==> src/rtl/ps2_kbd_ctrl.sv <==
// PS/2 scan-code set 2 assembler with modifier tracking and an event FIFO.
// Define PS2_PAUSE_EN to collapse the 8-byte E1 Pause sequence into one event.
module ps2_kbd_ctrl #(
    parameter int FIFO_DEPTH = 8,
    parameter int TIMEOUT    = 500000
) (
    input  logic                        clock,
    input  logic                        reset,
    input  logic                        rx_done,
    input  logic [7:0]                  rx_data,
    output logic                        ev_valid,
    output logic [9:0]                  ev_data,
    input  logic                        ev_ack,
    output logic [$clog2(FIFO_DEPTH):0] ev_count,
    output logic [3:0]                  mods,
    output logic                        overflow
);

    localparam int AW = $clog2(FIFO_DEPTH);
    localparam int CW = AW + 1;
    localparam int TW = $clog2(TIMEOUT) + 1;

    localparam logic [2:0] IDLE    = 3'd0;
    localparam logic [2:0] EXT     = 3'd1;
    localparam logic [2:0] BRK     = 3'd2;
    localparam logic [2:0] EXT_BRK = 3'd3;
`ifdef PS2_PAUSE_EN
    localparam logic [2:0] PAUSE   = 3'd4;
    logic [2:0] pcnt;
`endif

    logic [2:0]    state;
    logic [2:0]    state_nx;
    logic [TW-1:0] timer;
    logic          tmo_hit;
    logic          emit;
    logic [9:0]    ev_new;
    logic          is_reply;
    logic          is_fake;

    logic [9:0]    mem [FIFO_DEPTH];
    logic [AW-1:0] wptr;
    logic [AW-1:0] rptr;
    logic [CW-1:0] count;
    logic          full;
    logic          pop;
    logic          wr;

    assign is_reply = (rx_data == 8'hFA) || (rx_data == 8'hAA) ||
                      (rx_data == 8'hEE) || (rx_data == 8'hFE) ||
                      (rx_data == 8'h00) || (rx_data == 8'hFF);
    assign is_fake  = (rx_data == 8'h12) || (rx_data == 8'h59);
    assign tmo_hit  = (state != IDLE) && (timer == TW'(TIMEOUT - 1));

    always_comb begin
        state_nx = state;
        emit     = 1'b0;
        ev_new   = {2'b00, rx_data};
        if (rx_done) begin
            case (state)
                IDLE: begin
                    if (rx_data == 8'hE0) state_nx = EXT;
                    else if (rx_data == 8'hF0) state_nx = BRK;
`ifdef PS2_PAUSE_EN
                    else if (rx_data == 8'hE1) state_nx = PAUSE;
`endif
                    else if (!is_reply) emit = 1'b1;
                end
                EXT: begin
                    if (rx_data == 8'hF0) state_nx = EXT_BRK;
                    else if (rx_data != 8'hE0) begin
                        state_nx = IDLE;
                        emit     = !is_fake;
                        ev_new   = {2'b01, rx_data};
                    end
                end
                BRK: begin
                    state_nx = IDLE;
                    emit     = 1'b1;
                    ev_new   = {2'b10, rx_data};
                end
                EXT_BRK: begin
                    state_nx = IDLE;
                    emit     = !is_fake;
                    ev_new   = {2'b11, rx_data};
                end
`ifdef PS2_PAUSE_EN
                PAUSE: begin
                    if (pcnt == 3'd6) begin
                        state_nx = IDLE;
                        emit     = 1'b1;
                        ev_new   = {2'b01, 8'h77};
                    end
                end
`endif
                default: state_nx = IDLE;
            endcase
        end else if (tmo_hit) begin
            state_nx = IDLE;
        end
    end

    always_ff @(posedge clock) begin
        if (reset) begin
            state <= IDLE;
            timer <= '0;
        end else begin
            state <= state_nx;
            if (rx_done || state == IDLE || tmo_hit) timer <= '0;
            else timer <= timer + TW'(1);
        end
    end

`ifdef PS2_PAUSE_EN
    always_ff @(posedge clock) begin
        if (reset) pcnt <= '0;
        else if (rx_done && state == IDLE) pcnt <= '0;
        else if (rx_done && state == PAUSE) pcnt <= pcnt + 3'd1;
    end
`endif

    always_ff @(posedge clock) begin
        if (reset) begin
            mods <= '0;
        end else if (emit) begin
            if (!ev_new[8] && ev_new[7:0] == 8'h12) mods[0] <= !ev_new[9];
            if (!ev_new[8] && ev_new[7:0] == 8'h59) mods[1] <= !ev_new[9];
            if (ev_new[7:0] == 8'h14) mods[2] <= !ev_new[9];
            if (ev_new[7:0] == 8'h11) mods[3] <= !ev_new[9];
        end
    end

    assign full     = (count == CW'(FIFO_DEPTH));
    assign pop      = ev_valid && ev_ack;
    assign wr       = emit && (!full || pop);
    assign ev_valid = (count != '0);
    assign ev_count = count;

    always_ff @(posedge clock) begin
        if (wr) mem[wptr] <= ev_new;
    end

    // ev_data is a register so it keeps the last popped entry once empty
    always_ff @(posedge clock) begin
        if (reset) begin
            wptr     <= '0;
            rptr     <= '0;
            count    <= '0;
            ev_data  <= '0;
            overflow <= 1'b0;
        end else begin
            if (wr) wptr <= wptr + AW'(1);
            if (pop) rptr <= rptr + AW'(1);
            if (wr && !pop) count <= count + CW'(1);
            else if (pop && !wr) count <= count - CW'(1);
            if (emit && full && !pop) overflow <= 1'b1;
            if (wr && (count == '0 || (pop && count == CW'(1))))
                ev_data <= ev_new;
            else if (pop && count > CW'(1))
                ev_data <= mem[rptr + AW'(1)];
        end
    end

endmodule

==> config.mk <==
export PLATFORM = sky130hd
export DESIGN_NAME = ps2_kbd_ctrl
export DESIGN_NICKNAME = d
export VERILOG_FILES = /design/src/rtl/ps2_kbd_ctrl.sv
export SDC_FILE = /design/constraint.sdc
export NUM_CORES = 1
export LEC_CHECK = 0
export ABC_AREA = 1
export ABC_CLOCK_PERIOD_IN_PS = 2100
export BUFFER_PORTS_ARGS = -buffer_cell sky130_fd_sc_hd__buf_4
export CAP_MARGIN = 20
export CORE_ASPECT_RATIO = 1.4
export CORE_MARGIN = 1.5
export CORE_UTILIZATION = 45
export CTS_BUF_LIST = sky130_fd_sc_hd__clkbuf_4 sky130_fd_sc_hd__clkbuf_8 sky130_fd_sc_hd__clkbuf_16
export DETAILED_ROUTE_END_ITERATION = 12
export PLACE_DENSITY = 0.72
export RECOVER_POWER = 100
export SLEW_MARGIN = 15
export SYNTH_ARGS = -nofsm -noshare
export SYNTH_HDL_FRONTEND = slang
export SYNTH_SLANG_ARGS = --single-unit
==> constraint.sdc <==
create_clock -name clock -period 2.1 [get_ports clock]
set_input_delay 0.105 -clock clock [delete_from_list [all_inputs] [get_ports clock]]
set_output_delay 0.105 -clock clock [all_outputs]
set_load 0.03 [all_outputs]
==> run metrics <==
Die Span Y between 100 and 150 um; worst hold margin 0.0336 ns; initial antenna violation count 0; routed vias approximately 4600; Synth cell types 37; n_diodes 0; leading cell type in the layout, fill and taps excluded nor2_1; Placed Instance Area about 6400 um^2; routed wire length between 10000 and 15000 um; DIE AREA ~13000 um^2; CTS tree yes; DIE WIDTH slightly below 100 um; antenna viol nets, final 0; clk root buf clkbuf_16; DRC 0; critical path type flop to flop; Cell Count, Final, Fillers Out 843; CTS clk-pin slew, worst paths about 0.06 ns; Worst R2R Start ev_count[0]; Layout Nets approximately 700; post-synthesis cell count around 600; vias in the first global route approximately 5000; Worst Reg-to-Reg Cells 13; Starting DRT DRC Count ~330; most frequent cells in the layout nor2_1, edfxtp_1, nand2_1; relative slew slack a little over half; IO Port Bufs 31; routability congestion estimate between 0.9 and 1; final clock period utilization by the worst path a little over nine tenths; CP Capture Point ev_count[3]; startpoint types flop; Crit Path Max Fanout 5; CP Data Arrival Time about 2.4 ns; CP Capture Type flop; TritonCTS Sinks 127; Final Max Tran Viols 0; clock buffer depth 2; Fillers around 1000; hold depth 2; worst slew pin tran roughly 0.68 ns; CP startpoint ev_count[0]; largest net degree at the start of global routing 23; final instance area ~7100 um^2; WL met3 594 um; Worst R2R End ev_count[3]; hpwl dp between 9000 and 10000 um; met1 wire length between 5000 and 6000 um; # IOs 32; initial core utilization 46.2%; Min-Delay Path Class input pin to flop; Fin. Hold Viols 0; f_max just under 500 MHz; Required @ worst endpoint about 2.4 ns; max cap viols 0; syn_area_per_cell 9.52 um^2; share of layout cells above drive strength 1 between 20 and 25%; leakage power approximately 2.7 nW; Setup Slack @ Placement -0.196 ns; H-tree depth 4; global-route wire length before repair ~23000 um; pwr/cell area 1290 nW/um^2; clock skew 0.0116 ns; Placed Instances about 810; GRT Total Usage roughly 23%; syn nets 617; Synth warnings 0; mapped cell area 5690 um^2; register area share after synthesis slightly below 60%; RSZ-0062 raised after global routing true; #FFs+latches synth 127; grt ovf 0; WL/cell approximately 17 um; synthesis-to-layout area growth 25.2%; r2r setup slk roughly 0.05 ns; Num CTS Buffers 17; Period minus WS final between 2 and 2.5 ns; Pre-Repair DR Iteration Count 5; final setup vio count 0; setup ws final approximately 0.05 ns; vias per std cell ~5.5; CORE AREA ~12000 um^2; Std-Cell Rows 48; highest metal used met4; routed wl met2 roughly 7600 um; IR drop worst, VDD approximately 0.75 mV; Setup Buffers After CTS 0; clk_lat worst skew between 0.4 and 0.5 ns; status finished, final reports clean
cell families after synthesis:
kind of cell | Yosys count | synth area share, %
xor gates and xnor gates | 7 | 1.08
buffers and inverters | 75 | 5.25
DFF | 127 | 58.8
adders and majority gates | 7 | 1.54
and+or+nand+nor | 270 | 21.7
AOI/OAI and AO/OA | 112 | 11.7
critical path, cell delays in order (launching register included):
cell and delay [ns]:
dfxtp_4 0.34, inv_2 0.05, ha_1 0.14, inv_1 0.07, buf_4 0.14, nor3_1 0.17
inv_2 0.09, nand2_4 0.12, ha_4 0.15, inv_1 0.08, nor4_2 0.29, a41oi_1 0.11
o21ai_1 0.14, a21oi_1 0.05
report_power, final:
group          switching [mW]  internal [mW]  leakage (nW)
sequential             0.0990           2.86          1.12
clock                    1.08           2.17         0.328
combinational            1.92           1.06          1.23
worst min-delay path by stage:
stage	start	end	slack (ns)
final	reset	ev_data[0]	0.03
after CTS	reset	ev_data[0]	0.03
after detailed placement	rx_data[7]	mem[5][7]	0.38
after global placement	rx_data[7]	mem[4][7]	0.38
after floorplan	rx_data[0]	mem[0][0]	0.20
after global routing	reset	ev_data[5]	0.04
final cells by class:
type	instances	area, um^2	share of cell area (%)
clock inverters	13	209	2.93
inverters	52	196	2.76
flip-flops and latches	127	3350	47.0
well taps	150	188	2.63
clock buffers	19	453	6.36
multi-input cells	396	2080	29.2
repair buffers	86	644	9.04
registers in the layout (all words and copies together), names as in the netlist:
signal	flops
mem	80
timer	20
ev_data	10
ev_count	4
mods	4
rptr	3
wptr	3
state	2
overflow	1
metal layers:
layer	GRT usage, %	vias to the layer above
met1	24.6	2206
met2	40.8	124
met5	0	-
met3	5.55	40
li1	-	2246
met4	14.4	0
through the flow:
stage / total power, mW / utilization [%] / TNS, ns
floorplan: 4.91 / - / -0.383
global placement: 5.86 / 52.2 / -5.48
detailed placement: 5.95 / 52.2 / -8.28
CTS: 9.22 / 57.8 / -4.17
global route: 9.67 / 57.9 / -2.28
finish: 9.18 / 57.9 / 0
cells in the mapped netlist (all sizes together):
| library cell | instances | area (um^2) |
|---|---|---|
| a21oi | 35 | 213 |
| a31oi | 1 | 6.26 |
| a41oi | 1 | 8.76 |
| buf | 6 | 40.0 |
| clkbuf | 17 | 63.8 |
| clkinv | 2 | 7.51 |
| dfxtp | 47 | 941 |
| edfxtp | 80 | 2400 |
| ha | 7 | 87.6 |
| inv | 50 | 188 |
| nand2 | 83 | 329 |
| nand3 | 49 | 263 |
| nand4 | 10 | 62.6 |
| nor2 | 106 | 429 |
| nor3 | 12 | 65.1 |
| nor3b | 5 | 37.5 |
| nor4 | 4 | 40.0 |
| o211ai | 10 | 75.1 |
| o21ai | 54 | 270 |
| o221ai | 10 | 87.6 |
| o22ai | 1 | 6.26 |
| or2 | 1 | 6.26 |
| xnor2 | 3 | 26.3 |
| xor2 | 4 | 35.0 |
what timing repair did:
item | CTS | global route
hold endpoints to repair | 4 | 0
pin swaps | 1 | 0
endpoints found under the setup margin | 58 | 40
gates resized for setup | 4 | 5
hold buffers | 2 | 0
No activity file was read; power rests on OpenSTA's default activity.
